## src/rtl/mm_job_scheduler.sv

```systemverilog
// Matrix-multiply job sequencer.
// Accepts one job descriptor at a time and programs the loader's dimension
// configuration. It then issues the A and B DMA read commands; A is skipped
// when the job reuses an A tile that is still resident. It follows the
// loader's start/done handshake and reports a tagged completion. A job with
// a zero dimension, or one whose wait state times out, completes with err=1.
module mm_job_scheduler #(
    parameter int N1           = 4,
    parameter int N2           = 4,
    parameter int P_B          = 1,
    parameter int MATRIXSIZE_W = 16,
    parameter int LEN_W        = 32,
    parameter int TAG_W        = 4,
    parameter int TIMEOUT_W    = 24
) (
    input  logic                    clk,
    input  logic                    rst,
    input  logic                    job_valid,
    output logic                    job_ready,
    input  logic [MATRIXSIZE_W-1:0] job_M2,
    input  logic [MATRIXSIZE_W-1:0] job_M1dN1,
    input  logic [MATRIXSIZE_W-1:0] job_M3dN2,
    input  logic                    job_reuse_A,
    input  logic [TAG_W-1:0]        job_tag,
    output logic [MATRIXSIZE_W-1:0] M2,
    output logic [MATRIXSIZE_W-1:0] M1dN1,
    output logic [MATRIXSIZE_W-1:0] M3dN2,
    output logic                    cmd_A_valid,
    input  logic                    cmd_A_ready,
    output logic [LEN_W-1:0]        cmd_A_len,
    output logic                    cmd_B_valid,
    input  logic                    cmd_B_ready,
    output logic [LEN_W-1:0]        cmd_B_len,
    input  logic                    start_multiply,
    input  logic                    done_multiply,
    output logic                    cmp_valid,
    input  logic                    cmp_ready,
    output logic [TAG_W-1:0]        cmp_tag,
    output logic                    cmp_err,
    input  logic [TIMEOUT_W-1:0]    timeout_limit,
    output logic                    busy,
    output logic [15:0]             jobs_done
);

    // The B product is formed at full width before the divide by P_B.
    // Truncating to LEN_W first would change the quotient.
    localparam int PROD_W = 2 * MATRIXSIZE_W + 32;

    typedef enum logic [2:0] {
        IDLE, LOAD, CMD_A, CMD_B, WAIT_START, WAIT_DONE, WAIT_RELEASE, COMPLETE
    } state_t;

    state_t state, state_nxt;

    logic [MATRIXSIZE_W-1:0] d_m2, d_m1, d_m3;
    logic                    d_reuse;
    logic [TAG_W-1:0]        d_tag;
    logic                    a_loaded;
    logic [TIMEOUT_W-1:0]    tcnt;

    logic             err_nxt;
    logic             set_a;
    logic             clr_a;
    logic             timed_out;
    logic             bad_dim;
    logic             waiting;
    logic [LEN_W-1:0] len_a;
    logic [LEN_W-1:0] len_b;

    assign bad_dim = (d_m2 == '0) || (d_m1 == '0) || (d_m3 == '0);
    assign waiting = (state == WAIT_START) || (state == WAIT_DONE) || (state == WAIT_RELEASE);

    // The product is taken modulo 2^LEN_W, so narrowing the operands first
    // still gives the truncated result.
    assign len_a = LEN_W'(d_m1) * LEN_W'(N1) * LEN_W'(d_m2);
    assign len_b = LEN_W'((PROD_W'(d_m2) * PROD_W'(d_m3) * PROD_W'(N2)) / PROD_W'(P_B));

    assign job_ready   = (state == IDLE);
    assign busy        = (state != IDLE);
    assign cmd_A_valid = (state == CMD_A);
    assign cmd_B_valid = (state == CMD_B);
    assign cmp_valid   = (state == COMPLETE);

    // Next-state logic. The awaited condition is checked before the timeout,
    // so the condition wins when both happen in the same cycle.
    always_comb begin
        state_nxt = state;
        err_nxt   = 1'b0;
        set_a     = 1'b0;
        clr_a     = 1'b0;
        timed_out = (timeout_limit != '0) && (tcnt == timeout_limit - TIMEOUT_W'(1));
        case (state)
            IDLE: begin
                if (job_valid) state_nxt = LOAD;
            end
            LOAD: begin
                if (bad_dim) begin
                    state_nxt = COMPLETE;
                    err_nxt   = 1'b1;
                    clr_a     = 1'b1;
                end else if (d_reuse && a_loaded) begin
                    state_nxt = CMD_B;
                end else begin
                    state_nxt = CMD_A;
                end
            end
            CMD_A: begin
                if (cmd_A_ready) begin
                    set_a     = 1'b1;
                    state_nxt = CMD_B;
                end
            end
            CMD_B: begin
                if (cmd_B_ready) state_nxt = WAIT_START;
            end
            WAIT_START: begin
                if (start_multiply) begin
                    state_nxt = WAIT_DONE;
                end else if (timed_out) begin
                    state_nxt = COMPLETE;
                    err_nxt   = 1'b1;
                    clr_a     = 1'b1;
                end
            end
            WAIT_DONE: begin
                if (done_multiply) begin
                    state_nxt = WAIT_RELEASE;
                end else if (timed_out) begin
                    state_nxt = COMPLETE;
                    err_nxt   = 1'b1;
                    clr_a     = 1'b1;
                end
            end
            WAIT_RELEASE: begin
                if (!done_multiply) begin
                    state_nxt = COMPLETE;
                end else if (timed_out) begin
                    state_nxt = COMPLETE;
                    err_nxt   = 1'b1;
                    clr_a     = 1'b1;
                end
            end
            COMPLETE: begin
                if (cmp_ready) state_nxt = IDLE;
            end
            default: state_nxt = IDLE;
        endcase
    end

    // State register.
    always_ff @(posedge clk) begin
        if (rst) state <= IDLE;
        else     state <= state_nxt;
    end

    // Timeout counter: cleared on every state change, counts only while waiting.
    always_ff @(posedge clk) begin
        if (rst)                     tcnt <= '0;
        else if (state_nxt != state) tcnt <= '0;
        else if (waiting)            tcnt <= tcnt + TIMEOUT_W'(1);
    end

    // Capture the descriptor on the accept handshake.
    always_ff @(posedge clk) begin
        if (rst) begin
            d_m2    <= '0;
            d_m1    <= '0;
            d_m3    <= '0;
            d_reuse <= 1'b0;
            d_tag   <= '0;
        end else if (state == IDLE && job_valid) begin
            d_m2    <= job_M2;
            d_m1    <= job_M1dN1;
            d_m3    <= job_M3dN2;
            d_reuse <= job_reuse_A;
            d_tag   <= job_tag;
        end
    end

    // Loader configuration and DMA lengths are loaded only in LOAD.
    // They stay stable through the command handshakes.
    always_ff @(posedge clk) begin
        if (rst) begin
            M2        <= '0;
            M1dN1     <= '0;
            M3dN2     <= '0;
            cmd_A_len <= '0;
            cmd_B_len <= '0;
        end else if (state == LOAD) begin
            M2        <= d_m2;
            M1dN1     <= d_m1;
            M3dN2     <= d_m3;
            cmd_A_len <= len_a;
            cmd_B_len <= len_b;
        end
    end

    // Latch the completion tag and error on entry to COMPLETE.
    // They hold until the host accepts.
    always_ff @(posedge clk) begin
        if (rst) begin
            cmp_tag <= '0;
            cmp_err <= 1'b0;
        end else if (state != COMPLETE && state_nxt == COMPLETE) begin
            cmp_tag <= d_tag;
            cmp_err <= err_nxt;
        end
    end

    // Track whether the loader holds a valid A tile. Any error drops it, so
    // the next reuse job fetches A again.
    always_ff @(posedge clk) begin
        if (rst)        a_loaded <= 1'b0;
        else if (clr_a) a_loaded <= 1'b0;
        else if (set_a) a_loaded <= 1'b1;
    end

    // Count error-free completions at the host handshake.
    always_ff @(posedge clk) begin
        if (rst)                                       jobs_done <= '0;
        else if (state == COMPLETE && cmp_ready && !cmp_err) jobs_done <= jobs_done + 16'd1;
    end

endmodule
```

## config.mk

```make
export PLATFORM = sky130hd
export DESIGN_NAME = mm_job_scheduler
export DESIGN_NICKNAME = d
export VERILOG_FILES = /design/src/rtl/mm_job_scheduler.sv
export SDC_FILE = /design/constraint.sdc
export NUM_CORES = 2
export LEC_CHECK = 0
export ABC_AREA = 0
export BUFFER_PORTS_ARGS = -buffer_cell sky130_fd_sc_hd__buf_2
export CAP_MARGIN = 20
export CORE_UTILIZATION = 35
export CTS_BUF_LIST = sky130_fd_sc_hd__clkbuf_16
export DETAILED_ROUTE_END_ITERATION = 16
export HOLD_SLACK_MARGIN = 0.02
export PLACE_DENSITY = 0.5
export SLEW_MARGIN = 20
export SYNTH_ARGS = -nofsm -noshare
export SYNTH_HDL_FRONTEND = slang
export SYNTH_SLANG_ARGS = --single-unit
```

## constraint.sdc

```tcl
create_clock -name clk -period 16.79 [get_ports clk]
set_clock_uncertainty 0.2 [all_clocks]
set_input_delay 0 -clock clk [delete_from_list [all_inputs] [get_ports clk]]
set_output_delay 0 -clock clk [all_outputs]
set_load 0.01 [all_outputs]
```

After elaboration in Yosys (flattened, before gate mapping)

Cells that the tools add are included.

Bits in registers: 210
Output and inout bits: 138
Logic and storage cells: 70

$add $sub $neg: 3
Multiply operators: 2
Eq/ne operators: 11
Multiplexer cells: 19
Reductions and logical operators: 19

Operator list:

| operator                                                              | number |
|---|---|
| 16-bit by 16-bit multiplier with 30-bit output                        | 2 |
| 16-bit logical NOT                                                    | 3 |
| 3-bit 2-to-1 mux                                                      | 9 |
| 24-bit by 1-bit adder with 24-bit output (second input constant)      | 1 |
| 24-bit == test                                                        | 1 |
| 3-bit case mux with 8 select lines                                    | 1 |
| 24-bit nonzero test                                                   | 1 |
| 24-bit by 1-bit subtractor with 24-bit output (second input constant) | 1 |
| 16-bit by 1-bit adder with 16-bit output (second input constant)      | 1 |
| 3-bit == test (second input constant)                                 | 5 |
| 1-bit 2-to-1 mux                                                      | 8 |
| 3-bit by 2-bit == test with 1-bit output (second input constant)      | 2 |
| 1-bit logical AND                                                     | 6 |
| 1-bit logical OR                                                      | 4 |
| 1-bit case mux with 4 select lines                                    | 1 |
| 2-bit OR reduction                                                    | 2 |
| 3-bit by 1-bit == test with 1-bit output (second input constant)      | 1 |
| 3-bit logical NOT                                                     | 1 |
| 3-bit != test                                                         | 1 |
| 3-bit != test (second input constant)                                 | 1 |
| 3-bit nonzero test                                                    | 1 |
| 1-bit logical NOT                                                     | 1 |

Depth between registers and ports, before layout

Depth after elaboration: 8
Depth in mapped cells: 25

Worst setup path before layout

OpenSTA, ideal clock, no wires.

Path type: flip-flop to flip-flop
From: register d_m1[7]
To: register cmd_A_len[31]
Data arrival time: 6096 ps
Data required time: 16475 ps
Slack: 10380 ps
Cell stages (with the launch flop): 24
Path buffers: 2
Clock period less this slack: 6410 ps
Cell sequence: dfxtp_1 clkbuf_1 clkbuf_1 nand2_1 fa_1 inv_1 fa_1 inv_1 fa_1 inv_1 fa_1 fa_1 inv_1 fa_1 inv_1 ha_1 and3_1 nand4_1 a31o_2 a2111oi_0 o41ai_1 nor2b_1 nor2_1 a2111oi_0

Word-level cells in the longest chain between the ends: 1

RTL lines:

| what                                           | RTL line | text |
|---|---|---|
| start: declaration                             | 55       | `logic [MATRIXSIZE_W-1:0] d_m2, d_m1, d_m3;` |
| start signal: assignment                       | 173      | `d_m1 <= job_M1dN1;` |
| 16-bit by 16-bit multiplier with 30-bit output | 75       | `assign len_a = LEN_W'(d_m1) * LEN_W'(N1) * LEN_W'(d_m2);` |
| end signal: assignment                         | 193      | `cmd_A_len <= len_a;` |
| end: declaration                               | 30       | `output logic [LEN_W-1:0] cmd_A_len,` |

Every way passes these cells.
A chain may end at the register's enable or synchronous reset.

Final worst setup path

From: register d_m2[8]
To: register cmd_A_len[31]

Word-level cells in the longest chain between the ends: 1

RTL lines:

| what                                           | RTL line | text |
|---|---|---|
| start: declaration                             | 55       |  |
| start signal: assignment                       | 172      | `d_m2 <= job_M2;` |
| 16-bit by 16-bit multiplier with 30-bit output | 75       |  |

Every way passes these cells.

==> impl_metrics.csv <==
group,metric,value,unit
floorplanning,core_region_area,71850,um^2
worst_setup_path,worst-path-max-fanout,18,
routing,drt-pass1-iter-count,5,
floorplanning,ios,223,
routing,wire_per_inst,17.17,um
clock_tree,cts_resized,0,
routing,vias,20630,
worst_setup_path,start_kind,"flop",
floorplanning,num_rows,98,
worst_setup_path,arrival,7.44,ns
timing,tightest_slew,1.016,ns
placed_design,routabilityCongestion,0.8364,
global_routing,grt_pass1_vias,21300,
power_and_ir_drop,report.power.total,1.855,mW
timing,slew_violations,0,
clock_tree,clock_path_buffers,3,
clock_tree,insertion_delay,0.60,ns
synth,synth.most_common_cell,"nand2_1",
synth,yosys_most_used_dff,"dfxtp_1",
placed_design,dp_cells,4076,
clock_tree,cts_buffers,27,
power_and_ir_drop,powerDensity,62.24,nW/um^2
clock_tree,cts_tree,"done",
synth,synthTopCellsByCount,"nand2_1 (605), inv_1 (476), fa_1 (386)",
layout,fin_area,29800,um^2
global_routing,grt_pass1_wl,119300,um
worst_setup_path,regToRegSetupSlack,9.63,ns
worst_setup_path,end_kind,"flop",
synth,synth_top_area_share,0.3028,
layout,top_regs,"cmd_A_len x30, cmd_B_len x30, tcnt x24",
synth,synth_top_cell_by_area,"fa_1",
floorplanning,start_util,0.3552,
floorplanning,die-height,272.0,um
layout,finalNonFillerCells,4291,
clock_tree,cts_setup_buffers,0,
synth,synthCells,3073,
flow_run,cap_viol_max_count,0,
worst_setup_path,crit_chain,"buf_4 -> nand2_1 -> fa_1 -> inv_1 -> fa_1 -> inv_1 -> fa_1 -> inv_1 -> fa_1 -> fa_1 -> inv_1 -> fa_1 -> inv_1 -> ha_1 -> and3_1 -> nand4_1 -> a31o_2 -> a2111oi_0 -> o41ai_1 -> nor2b_1 -> nor2_1 -> a2111oi_0",
floorplanning,die-area,74000,um^2
layout,layout-drive-gt1-share,0.09787,
layout,n_antenna_cell,0,
floorplanning,dieWidth,272.0,um
synth,syn_area_per_cell,8.305,um^2
placed_design,dp_hpwl,54360,um
global_routing,grt_max_degree,79,
synth,synth_warnings,0,
global_routing,grt_overflow,0,
synth,ys_types,74,
routing,drt-vias-per-instance,4.808,
layout,area_growth,16.78,%
clock_tree,ctsRootBufferMaster,"clkbuf_16",
hold_path,hold_class,"primary input to flop",
clock_tree,path_clk_slew,0.07,ns
synth,ys_ff_latch,210,
power_and_ir_drop,p_leak,14.14,nW
timing,setup_tns,0,ns
power_and_ir_drop,ir_worst_vdd,0.06969,mV
synth,synthesis.area,25520,um^2
routing,wl,73690,um
timing,final-hold-violation-count,0,
layout,nets,3983,
synth,synth_seq_area_share,0.1647,
worst_setup_path,cp.required,17.07,ns
timing,fmax,139.7,MHz
routing,ant_nets,0,
synth,postSynth.asyncResetShare,0,
worst_setup_path,cpMaxStageDelayCell,"dfxtp_1",
routing,drt_first_iter_violations,865,
global_routing,antenna_found_initial,0,
worst_setup_path,crit_top_cell,"fa_1",
clock_tree,htreeDepth,1,
placed_design,numPortBuffers,218,
timing,grt_setup_unrepaired,"false",
timing,fin_hold_ws,0.1745,ns
status,outcome,"finished, final reports clean",
timing,fin_crit,7.158,ns
clock_tree,cts.sinks,210,
timing,relSlewSlack,0.3218,
clock_tree,ctsHoldBuffers,167,
synth,synth.area.top_cells,"fa_1 (30%), dfxtp_1 (16%), ha_1 (9.3%), nand2_1 (8.9%), inv_1 (7.0%)",
timing,setup_violations,0,
routing,drc_errors,0,
worst_setup_path,crit_type,"flop to flop",
worst_setup_path,cpPeakStageDelay,0.75,ns
synth,synth-edff-count,0,
timing,fin_crit_sh,0.4263,
placed_design,dpl_cell_area,27260,um^2
global_routing,grt_use_total,0.2024,
-- per-layer routing --
metal  vias to the layer above  global-route usage  share of wire
li1                       9971                   -              -
met1                     10200              0.2689           0.45
met2                       379              0.3398           0.48
met3                        84             0.03703          0.052
met4                         0             0.04775          0.023
met5                         -                   0              0
-- critical path, delay by kind of cell (launching register included) --
family	cells	cell delay, ns
simple gates	5	0.69
fa+ha+maj	7	3.30
compound gates	4	1.48
flops	1	0.75
buf+inv	6	0.63
-- kinds of logic after synthesis --
logic type      count (synthesis)  synth area share
mux                             7          0.002745
xor+xnor                      120           0.04118
flops                         210            0.1647
compound gates                345           0.08060
buf+inv                       675            0.1016
other cells                     1         0.0001469
fa+ha+maj                     576            0.3959
simple gates                 1139            0.2131
-- final cells by class --
class	instances	area, um^2
inverters	477	1790
clock inverters	21	197.7
fillers	7443	42050
repair buffers	415	2994
flip-flops and latches	210	4204
multi-input cells	2191	18750
clock buffers	27	675.6
well taps	950	1189
-- power breakdown --
group | leakage, nW | total, mW | internal, mW | switching [mW]
logic | 12.0 | 0.660 | 0.257 | 0.403
registers | 1.70 | 0.596 | 0.527 | 0.0691
clock network | 0.442 | 0.599 | 0.340 | 0.260
total | 14.1 | 1.86 | 1.12 | 0.732
-- path summary, 6_finish.rpt --
path / startpoint / to / cells past startpoint
worst max register to register: d_m2[8] / cmd_A_len[31] / 22
worst max-delay path: d_m2[8] / cmd_A_len[31] / 22
worst min-delay path: timeout_limit[20] / cmp_tag[1] / 7
worst min register to register: cmd_A_len[26] / cmd_A_len[26] / 2
-- stage by stage --
stage | utilization | setup slack [ns]
3_3_place_gp | 0.3793 | 9.667
6_report | 0.4148 | 9.632
2_1_floorplan | - | 10.38
5_1_grt | 0.4148 | 9.214
4_1_cts | 0.4148 | 9.598
3_5_place_dp | 0.3794 | 9.613
-- placed cells by master (no fill, tap or decap), types with 9 or more instances in the layout --
| cell type | synthesis | final |
|---|---|---|
| or3_1 | 10 | 9 |
| nand3_1 | 41 | 41 |
| xor2_1 | 43 | 43 |
| a211oi_1 | 11 | 11 |
| ha_1 | 190 | 190 |
| nor2_1 | 77 | 77 |
| nor4_1 | 18 | 18 |
| and2_1 | 249 | 248 |
| nor2_2 | 20 | 20 |
| o21ai_0 | 33 | 33 |
| a21oi_1 | 201 | 201 |
| nand4_1 | 20 | 20 |
| and3_1 | 18 | 18 |
| dlygate4sd3_1 | 0 | 167 |
| inv_1 | 476 | 478 |
| clkbuf_16 | 0 | 27 |
| nor2b_1 | 11 | 11 |
| xnor2_1 | 77 | 77 |
| nor3_1 | 28 | 27 |
| fa_1 | 386 | 386 |
| dfxtp_1 | 210 | 210 |
| o21bai_1 | 9 | 9 |
| buf_4 | 5 | 30 |
| nand2_1 | 605 | 604 |
| buf_2 | 1 | 217 |
| a21o_1 | 29 | 29 |
| a31oi_1 | 13 | 13 |
No activity file was read; power rests on OpenSTA's default activity.
